**config.mk**
```make
export PLATFORM = sky130hd
export DESIGN_NAME = uart_tx_fifo_ctrl
export DESIGN_NICKNAME = d
export VERILOG_FILES = /design/src/rtl/uart_pkg.sv /design/src/rtl/sync_fifo.sv /design/src/rtl/uart_tx_fifo_ctrl.sv
export SDC_FILE = /design/constraint.sdc
export NUM_CORES = 1
export LEC_CHECK = 0
export CAP_MARGIN = 25
export CORE_ASPECT_RATIO = 0.8
export CORE_MARGIN = 5
export CORE_UTILIZATION = 59
export CTS_CLUSTER_DIAMETER = 60
export DETAILED_ROUTE_END_ITERATION = 16
export GPL_TIMING_DRIVEN = 1
export PLACE_DENSITY = 0.81
export SLEW_MARGIN = 20
export SYNTH_ARGS = -nofsm -noshare
export SYNTH_HDL_FRONTEND = slang
export SYNTH_SLANG_ARGS = --single-unit
```
**constraint.sdc**
```tcl
create_clock -name Clock -period 3.55 [get_ports Clock]
set_input_delay 0.71 -clock Clock [delete_from_list [all_inputs] [get_ports Clock]]
set_output_delay 0.71 -clock Clock [all_outputs]
set_load 0.005 [all_outputs]
```
**src/rtl/uart_pkg.sv**
```systemverilog
// uart_pkg: shared types and constants for the UART transmit path
package uart_pkg;
  localparam int UART_TX_FIFO_DEPTH_DEFAULT = 16;
  localparam int UART_DATA_W = 8;
  typedef enum logic [2:0] {
    P_IDLE,
    P_START,
    P_WAIT_BUSY,
    P_WAIT_DONE,
    P_GAP
  } uart_pump_state_t;
endpackage

```
**src/rtl/sync_fifo.sv**
```systemverilog
// sync_fifo: synchronous FIFO with occupancy count, sticky overflow and flush
module sync_fifo
  import uart_pkg::*;
#(
  parameter int DEPTH = UART_TX_FIFO_DEPTH_DEFAULT,
  parameter int ADDR_W = $clog2(DEPTH)
) (
  input  logic                   Clock,
  input  logic                   Reset,
  input  logic                   Push,
  input  logic [UART_DATA_W-1:0] PushData,
  input  logic                   Pop,
  output logic [UART_DATA_W-1:0] PopData,
  input  logic                   Flush,
  output logic                   Full,
  output logic                   Empty,
  output logic [ADDR_W:0]        Count,
  output logic                   Overflow
);
  logic [UART_DATA_W-1:0] mem [DEPTH];
  logic [ADDR_W-1:0] wrPtr, rdPtr;
  logic doPush, doPop;
  always_comb begin
    doPush = Push && !Full && !Flush;
    doPop = Pop && !Empty && !Flush;
  end
  assign Full = Count == (ADDR_W+1)'(DEPTH);
  assign Empty = Count == '0;
  assign PopData = mem[rdPtr];
  always_ff @(posedge Clock)
    if (doPush) mem[wrPtr] <= PushData;
  // Flush shares the reset path: both clear pointers, occupancy and overflow
  always_ff @(posedge Clock) begin
    if (!Reset || Flush) begin
      wrPtr <= '0;
      rdPtr <= '0;
      Count <= '0;
      Overflow <= 1'b0;
    end else begin
      wrPtr <= wrPtr + ADDR_W'(doPush);
      rdPtr <= rdPtr + ADDR_W'(doPop);
      Count <= Count + (ADDR_W+1)'(doPush) - (ADDR_W+1)'(doPop);
      Overflow <= Overflow || (Push && Full);
    end
  end
endmodule

```
**src/rtl/uart_tx_fifo_ctrl.sv**
```systemverilog
// uart_tx_fifo_ctrl: transmit FIFO plus pump that launches one byte per UART frame
// Define UART_TX_FIFO_IRQ_EN to enable the registered low-water interrupt TxIrq.
module uart_tx_fifo_ctrl
  import uart_pkg::*;
#(
  parameter int DEPTH = UART_TX_FIFO_DEPTH_DEFAULT,
  parameter int ADDR_W = $clog2(DEPTH)
) (
  input  logic                   Clock,
  input  logic                   Reset,
  input  logic                   WrEn,
  input  logic [UART_DATA_W-1:0] WrData,
  input  logic                   Flush,
  output logic                   Full,
  output logic                   Empty,
  output logic [ADDR_W:0]        Count,
  output logic                   Overflow,
  output logic                   TxStart,
  output logic [UART_DATA_W-1:0] TxData,
  input  logic                   TxBusy,
  input  logic [ADDR_W:0]        TxIrqLevel,
  output logic                   TxIrq
);
  uart_pump_state_t state, stateNext;
  logic pop;
  logic [UART_DATA_W-1:0] popData;
  sync_fifo #(.DEPTH(DEPTH), .ADDR_W(ADDR_W)) fifo (
    .Clock(Clock),
    .Reset(Reset),
    .Push(WrEn),
    .PushData(WrData),
    .Pop(pop),
    .PopData(popData),
    .Flush(Flush),
    .Full(Full),
    .Empty(Empty),
    .Count(Count),
    .Overflow(Overflow)
  );
  always_comb begin
    stateNext = state;
    pop = 1'b0;
    case (state)
      P_IDLE: begin
        pop = !Empty && !Flush;
        stateNext = pop ? P_START : P_IDLE;
      end
      P_START:     stateNext = P_WAIT_BUSY;
      P_WAIT_BUSY: stateNext = TxBusy ? P_WAIT_DONE : P_WAIT_BUSY;
      P_WAIT_DONE: stateNext = TxBusy ? P_WAIT_DONE : P_GAP;
      P_GAP:       stateNext = P_IDLE;
      default:     stateNext = P_IDLE;
    endcase
  end
  // TxStart is registered from the next state so it is high exactly while in P_START
  always_ff @(posedge Clock) begin
    if (!Reset) begin
      state <= P_IDLE;
      TxStart <= 1'b0;
      TxData <= '0;
    end else begin
      state <= stateNext;
      TxStart <= stateNext == P_START;
      if (pop) TxData <= popData;
    end
  end
`ifdef UART_TX_FIFO_IRQ_EN
  always_ff @(posedge Clock)
    TxIrq <= Reset ? Count <= TxIrqLevel : 1'b0;
`else
  logic unusedIrqLevel;
  assign unusedIrqLevel = ^TxIrqLevel;
  assign TxIrq = 1'b0;
`endif
endmodule

```
# == Yosys cells after proc, flatten, opt, wreduce, memory -nomap -nowiden ==
# Memories as Yosys holds them, arrays and structs flattened. A register that Yosys moved wholly into a read port is not among the register bits.
# Index checks and enable logic that the tools add are counted.
# op_classes
n_addsub,4
eq_ne,5
muxes,7
reduce_logical,15
# op_table
operator,n
one-hot mux 3 bit (4 select lines),1
adder 4 x 1 -> 4 bit,2
"equality test 3 x 1 -> 1 bit, second input constant",2
"equality test 3 x 2 -> 1 bit, second input constant",2
logical AND 1 bit,6
adder 5 x 1 -> 5 bit,1
"equality test 5 bit, second input constant",1
logical NOT 1 bit,5
logical NOT 5 bit,1
two-way mux 1 bit,5
subtractor 5 x 1 -> 5 bit,1
logical NOT 3 bit,1
two-way mux 3 bit,1
logical OR 1 bit,2
# totals
register_bits,18
ramBits,128
in_bits,18
output_inout_bits,18
elab_cells,38
memories,1
# mem_list
memory,depth,width,read_ports,rd_ports_with_merged_regs,wr,line_no,text
fifo.mem,16,8,1,1,1,sync_fifo.sv:20,logic [UART_DATA_W-1:0] mem [DEPTH];

# == Longest topological paths before layout ==
# Gate-level depths: netlist of run 1.
# logic_depth
ltp_word,7
ltp_mapped,14
mapped_depth_nobuf,14

# == Modules after synthesis ==
# A second synthesis of run 1 with hierarchy kept.
# hier_totals
hier_cells,380
area_unflattened_um2,6180.9
# modules_own_cells
mod,instances,cells_each,area_each_um2,seq_area_each_um2
sync_fifo,1,329,5715.5,4124.0
uart_tx_fifo_ctrl,1,51,465.4,240.2

# == Worst setup path after synthesis of run 1 ==
# Ideal clock, no wire load.
# synth_timing
kind,reg-to-reg
startpoint,register fifo.Count[3]
endpoint,register fifo.Count[4]
t_arrival_ps,2634
path_slack_ps,789
stages_incl_launch_ff,15
n_path_buf,0
cell_sequence,dfxtp_1 inv_1 ha_1 or4b_4 nand2_2 inv_2 ha_1 inv_1 ha_1 inv_1 fa_1 nand2b_1 a21oi_1 o21ai_0 nor3b_1
# synth_between
elab_chain_cells,7
elab_cells_between_ends,12
cone_classes,2 x add/sub; 1 x eq/ne; 1 x mux; 8 x reduce/logical
# synth_lines
item,line_no,text
from (decl),sync_fifo.sv:17,"output logic [ADDR_W:0] Count,"
from (signal assigned),sync_fifo.sv:42,Count <= Count + (ADDR_W+1)'(doPush) - (ADDR_W+1)'(doPop);
branches (longest 6 deep; another with adder 5 x 1 -> 5 bit),n/a,
subtractor 5 x 1 -> 5 bit *,sync_fifo.sv:42,
# Mark *: on every way between the ends.
# A chain may end at the register's enable or synchronous reset.

# == Worst setup path after layout of run 1 ==
# layout_timing
startpoint,input Flush
endpoint,register fifo.Count[4]
# layout_between
elab_chain_cells,6
elab_cells_between_ends,9
cone_classes,2 x add/sub; 1 x mux; 6 x reduce/logical
# layout_lines
item,line_no,text
from (decl),uart_tx_fifo_ctrl.sv:13,"input logic Flush,"
branches (longest 6 deep; another with adder 5 x 1 -> 5 bit),n/a,
# Several ways; the timed one is not identified.

==> results of run 1 <==
area by class of cell:
class	instances	area share (%)
Tap cell	140	2.407
Clock buffer	22	6.240
Timing Repair Buffer	49	6.326
Inverter	11	0.5673
Clock inverter	10	2.630
Multi-Input combinational cell	147	21.85
Sequential cell	154	59.98
worst paths after layout:
| path | depth (start not counted) | slack, ps | start | to |
|---|---|---|---|---|
| worst max-delay path | 13 | 620 | Flush | fifo.Count[4] |
| worst min-delay path | 2 | 470 | fifo.Overflow | fifo.Overflow |
| worst max register to register | 14 | 640 | fifo.Count[2] | fifo.Count[4] |
| worst min register to register | 2 | 470 | fifo.Overflow | fifo.Overflow |
synth_stat cells:
cell type	instances
ha_1	10
o221ai_1	8
nor2_1	21
inv_2	1
clkbuf_1	5
conb_1	1
nand3b_1	2
dfxtp_1	26
buf_4	2
xor2_1	3
nor3b_4	1
xnor2_1	3
buf_2	5
nor2b_1	1
o21ai_0	2
nor3_1	6
nand2_2	1
edfxtp_1	128
mux4_2	32
nor4_2	1
nand3_1	11
nor3_2	1
fa_1	1
nand3_4	1
buf_6	3
and2_1	5
and3_1	1
nand3b_4	1
nand2_1	4
inv_1	10
mux2i_1	16
a21oi_1	5
or4b_4	1
and4bb_4	1
nor3b_1	1
nand2b_1	5
or3b_4	1
registers in the layout, summed over array words and instances, names as in the netlist:
name / count
TxStart: 1
fifo.Count: 5
TxData: 8
fifo.wrPtr: 4
fifo.Overflow: 1
state: 3
fifo.rdPtr: 4
fifo.mem: 128
per-stage QoR:
stage | hold WS [ps] | cell area (um2)
floorplan | 460.4 | 6088
global placement | 446.8 | 6605
detailed placement | 461.2 | 6633
CTS | 476.3 | 7278
global route | 502.8 | 7278
finish | 471.8 | 7278
per-layer routing:
metal / GRT usage (%) / vias up / share of wire (%)
met5: 0 / - / 0
met3: 6.173 / 17 / 9.1
met2: 35.51 / 142 / 52
li1: - / 1394 / -
met4: 8.170 / 0 / 2.0
met1: 25.90 / 1573 / 37
report_power, final:
part | total (uW) | leakage [uW] | switching [uW] | internal, uW
sequential | 2080 | 0.00136 | 53.9 | 2030
combinational | 580 | 0.000708 | 278 | 302
clock | 1970 | 0.000305 | 694 | 1270
worst max-delay path, cell delays in order:
cell and delay, ps:
clkdlybuf4s50_1 510, nor4_2 240, nand2_2 100, inv_2 130, ha_1 250, inv_1 70, ha_1 160, inv_1 50
fa_1 370, nand2b_1 180, a21oi_1 200, o21ai_0 100, nor3b_1 140
logic make-up after synthesis:
group           share of synthesized area (%)
compound gates                          1.726
xor+xnor                               0.8633
fa+ha+maj                               2.384
buf+inv                                 2.199
flops                                   71.68
mux                                     14.47
other cells                           0.06159
simple gates                            6.618
==> impl_metrics.tcl, run 1 <==
set metrics [dict create \
    grt_pass1_wl_um 18510 \
    cts_hold_buf 0 \
    start_util_pct 59.94 \
    netlist_area_um2 6088 \
    ys_seq_area_share_pct 71.68 \
    nets 409 \
    synth_top_area_cell "edfxtp_1" \
    final_common_cell "edfxtp_1" \
    dpl.hpwl_um 7173 \
    numCtsBuffers 17 \
    cts.clk_slew.worst_paths_ps 50 \
    row_count 33 \
    viasPerCell 5.865 \
    first_pass_iters 7 \
    maxCapViolations 0 \
    synth_cell_types 37 \
    yosysWarnings 0 \
    min_path_type "flip-flop to flip-flop" \
    fin_setup_tns_ps 0 \
    setup_ws_ps 620.1 \
    worstPathMaxFanout 4 \
    grt.total_usage_pct 21.07 \
    setup_violations 0 \
    cts_root_buf "clkbuf_16" \
    synth_area_leaders "edfxtp_1 63%, mux4_2 12%, dfxtp_1 8.5%" \
    place.gp.congestion 0.7499 \
    p_leak_uw 0.002378 \
    ioPinCount 36 \
    vias 3126 \
    cts_tree "done" \
    tightestPinTransition_ps 727.1 \
    die_w_um 123.6 \
    cts_setup_buffers 0 \
    fmax_mhz 341.3 \
    place_worst_setup_slack_ps 221.0 \
    worst_ep_required_time_ps 3830 \
    post_cts_resized 0 \
    fin_skew_ps 11.92 \
    startpoint_type "input pin" \
    netlist_instances 327 \
    min_period_ps 2930 \
    peakVddDrop_v 0.0004628 \
    layout.cells.non_filler 533 \
    cts.htree.levels 4 \
    ant_nets 0 \
    hold_viol_final 0 \
    placed_cells 501 \
    grt_start_max_net_pins 35 \
    clk-insertion-delay-late_ps 420 \
    seqCellArea_um2 4365 \
    area_growth_pct 19.54 \
    final_cell_mix "128 x edfxtp_1, 32 x mux4_2, 29 x clkdlybuf4s50_1, 25 x dfxtp_1, 21 x nor2_1" \
    p_total_uw 4626 \
    rsz0062_at_grt "no" \
    die_h_um 100.9 \
    core-area_um2 10160 \
    cp.arrival_ps 3210 \
    synth_nets 356 \
    power_density_nw_per_um2 635.6 \
    avgSynthCellArea_um2 18.62 \
    cts_buffer_depth 2 \
    utilization_pct 71.66 \
    ys_seq_elements 154 \
    status "finished clean" \
    synth_top_cell_area_share_pct 63.13 \
    first_iter_violations 256 \
    multiInputGateArea_um2 1590 \
    grt_pass1_vias 3321 \
    diodes 0 \
    io_buffers 29 \
    wl_per_cell_um 22.44 \
    drc 0 \
    cts.sinks 154 \
    slew_viol_final 0 \
    grt_antenna_before_repair 0 \
    relSlewSlack_pct 51.38 \
    period_share_pct 82.53 \
    layout-drive-gt1-share_pct 23.16 \
    overflow 0 \
    crit_type "input pin to flip-flop" \
    crit_path_end_kind "flip-flop" \
    routed_wl_um 11960 \
    fillers 609 \
    dieArea_um2 12460 \
]
(Power assumes the default switching activity.)
==> run 2: changes to the inputs <==
Clock period 3.55 ns to 2.9 ns, I/O delays scaled along.
==> run 2 against run 1 <==
Compared with the run above: cell count grew 0.94%; wire length decreased by 5.8%; sequential share of layout area is essentially flat; clock-buffer cell count decreased by 1; utilization hardly changed.
==> impl_metrics.tcl, run 2 (same netlist as run 1, synthesis figures left out) <==
set metrics [dict create \
    status "finished clean" \
    routed_wl_um 11270 \
    layout-drive-gt1-share_pct 25.63 \
    slew_viol_final 0 \
    overflow 0 \
    fin_skew_ps 6.594 \
    grt_start_max_net_pins 35 \
    crit_type "flip-flop to flip-flop" \
    cp_num_buf_inv 4 \
    critPathSlowestCell "or4b_4" \
    cp.arrival_ps 3030 \
    first_iter_violations 307 \
    cp_cell_sequence "inv_1, ha_2, or4b_4, nand2_2, inv_2, ha_1, inv_1, ha_1, inv_1, fa_2, nand2b_4, a21oi_2, o21ai_0, nor3b_1" \
    worst_ep_required_time_ps 3190 \
    largest_register_ff_count 128 \
    grt.total_usage_pct 20.06 \
    final_common_cell "edfxtp_1" \
    dieArea_um2 12460 \
    row_count 33 \
    hold_viol_final 0 \
    pwr-share-clk_pct 39.7 \
    cts.htree.levels 4 \
    cts_setup_buffers 0 \
    grt_pass1_vias 3228 \
    io_buffers 29 \
    min_path_type "flip-flop to flip-flop" \
    setup_violations 0 \
    cpLargestDelayFamily "adder cells" \
    relSlewSlack_pct 63.06 \
    ioPinCount 36 \
    p_switching_uw 1324 \
    fmax_mhz 365.9 \
    diodes 0 \
    first_pass_iters 4 \
    seq_power_share_pct 45.8 \
    start_util_pct 59.94 \
    min_period_ps 2733 \
    peakVddDrop_v 0.0004548 \
    reg_top3 "fifo.mem (128), TxData (8), fifo.Count (5)" \
    vias 3092 \
    crit_path_end_kind "flip-flop" \
    startpoint_type "flip-flop" \
    cts.sinks 154 \
    nets 414 \
    maxCapViolations 0 \
    cp_common_cell "inv_1" \
    power_frac_comb_pct 14.4 \
    grt_antenna_before_repair 0 \
    period_share_pct 94.24 \
    wl_per_cell_um 20.95 \
    max_stage_delay_ps 490 \
    drc 0 \
    p_leak_uw 0.002384 \
    cts_buffer_depth 2 \
    tightestPinTransition_ps 552.4 \
    final_area_um2 7277 \
    largest_register "fifo.mem" \
    power_density_nw_per_um2 764.7 \
    worstPathMaxFanout 3 \
    grt_pass1_wl_um 17620 \
    fin_setup_tns_ps 0 \
    area_growth_pct 19.52 \
    netSwitchingFraction_pct 23.80 \
    cts.clk_slew.worst_paths_ps 60 \
    rsz0062_at_grt "no" \
    die_w_um 123.6 \
    final_cell_mix "128 x edfxtp_1, 32 x mux4_2, 29 x clkdlybuf4s50_1, 25 x dfxtp_1, 24 x buf_4" \
    core-area_um2 10160 \
    numCtsBuffers 17 \
    dpl_cell_area_um2 6663 \
    place.gp.congestion 0.7779 \
    cts_root_buf "clkbuf_16" \
    dpl.hpwl_um 7056 \
    clk-insertion-delay-late_ps 420 \
    die_h_um 100.9 \
    cell_internal_pwr_uw 4240 \
    viasPerCell 5.747 \
    cts_tree "done" \
    ant_nets 0 \
]
run 2: worst paths after layout:
path	start	end	slack (ps)	cells after the start
worst max-delay path	fifo.Count[2]	fifo.Count[4]	170	14
worst min-delay path	TxData[6]	TxData[6]	490	2
worst max register to register	fifo.Count[2]	fifo.Count[4]	170	14
worst min register to register	TxData[6]	TxData[6]	490	2
run 2: metrics by stage:
stage	power [uW]	instances	setup WS (ps)	hold slack [ps]	utilization (%)
floorplan	2976	327	139.2	460.4	-
global placement	3301	506	-16.54	446.9	65.60
detailed placement	3344	506	-84.13	480.3	65.60
CTS	5537	538	64.58	494.2	71.48
global route	5781	538	12.95	536.5	71.64
finish	5564	538	167.1	492.4	71.64
run 2: what timing repair did:
action,in CTS,in global routing
resized for setup,0,4
setup endpoints to repair,0,1
hold buffers,0,0
run 2: layout make-up:
class,instances,area [um2]
Sequential cell,154,4365
Timing Repair Buffer,54,490.5
Multi-Input combinational cell,147,1607
Clock buffer,21,460.4
Tap cell,140,175.2
Fill cell,625,2880
Inverter,11,41.29
Clock inverter,11,137.6
run 2: worst min-delay path: cells and delay by family, from the launching register on:
| family | cells | cell delay, ps |
|---|---|---|
| compound gates | 1 | 60 |
| flops | 1 | 330 |
| simple gates | 1 | 70 |
run 2: metal layers:
layer  vias to the layer above  GRT usage (%)  part of all wire, %
met1                      1567          25.84                   39
li1                       1403              -                    -
met4                         0          7.830                  1.4
met3                        12          5.387                  7.6
met2                       110          32.87                   52
met5                         -              0                    0
run 2: power groups by stage:
stage | sequential (uW) | combinational, uW | clock (uW)
finish | 2550 | 804 | 2210
global route | 2560 | 885 | 2330
CTS | 2550 | 759 | 2230
detailed placement | 2600 | 745 | 0
global placement | 2590 | 709 | 0
floorplan | 2580 | 392 | 0
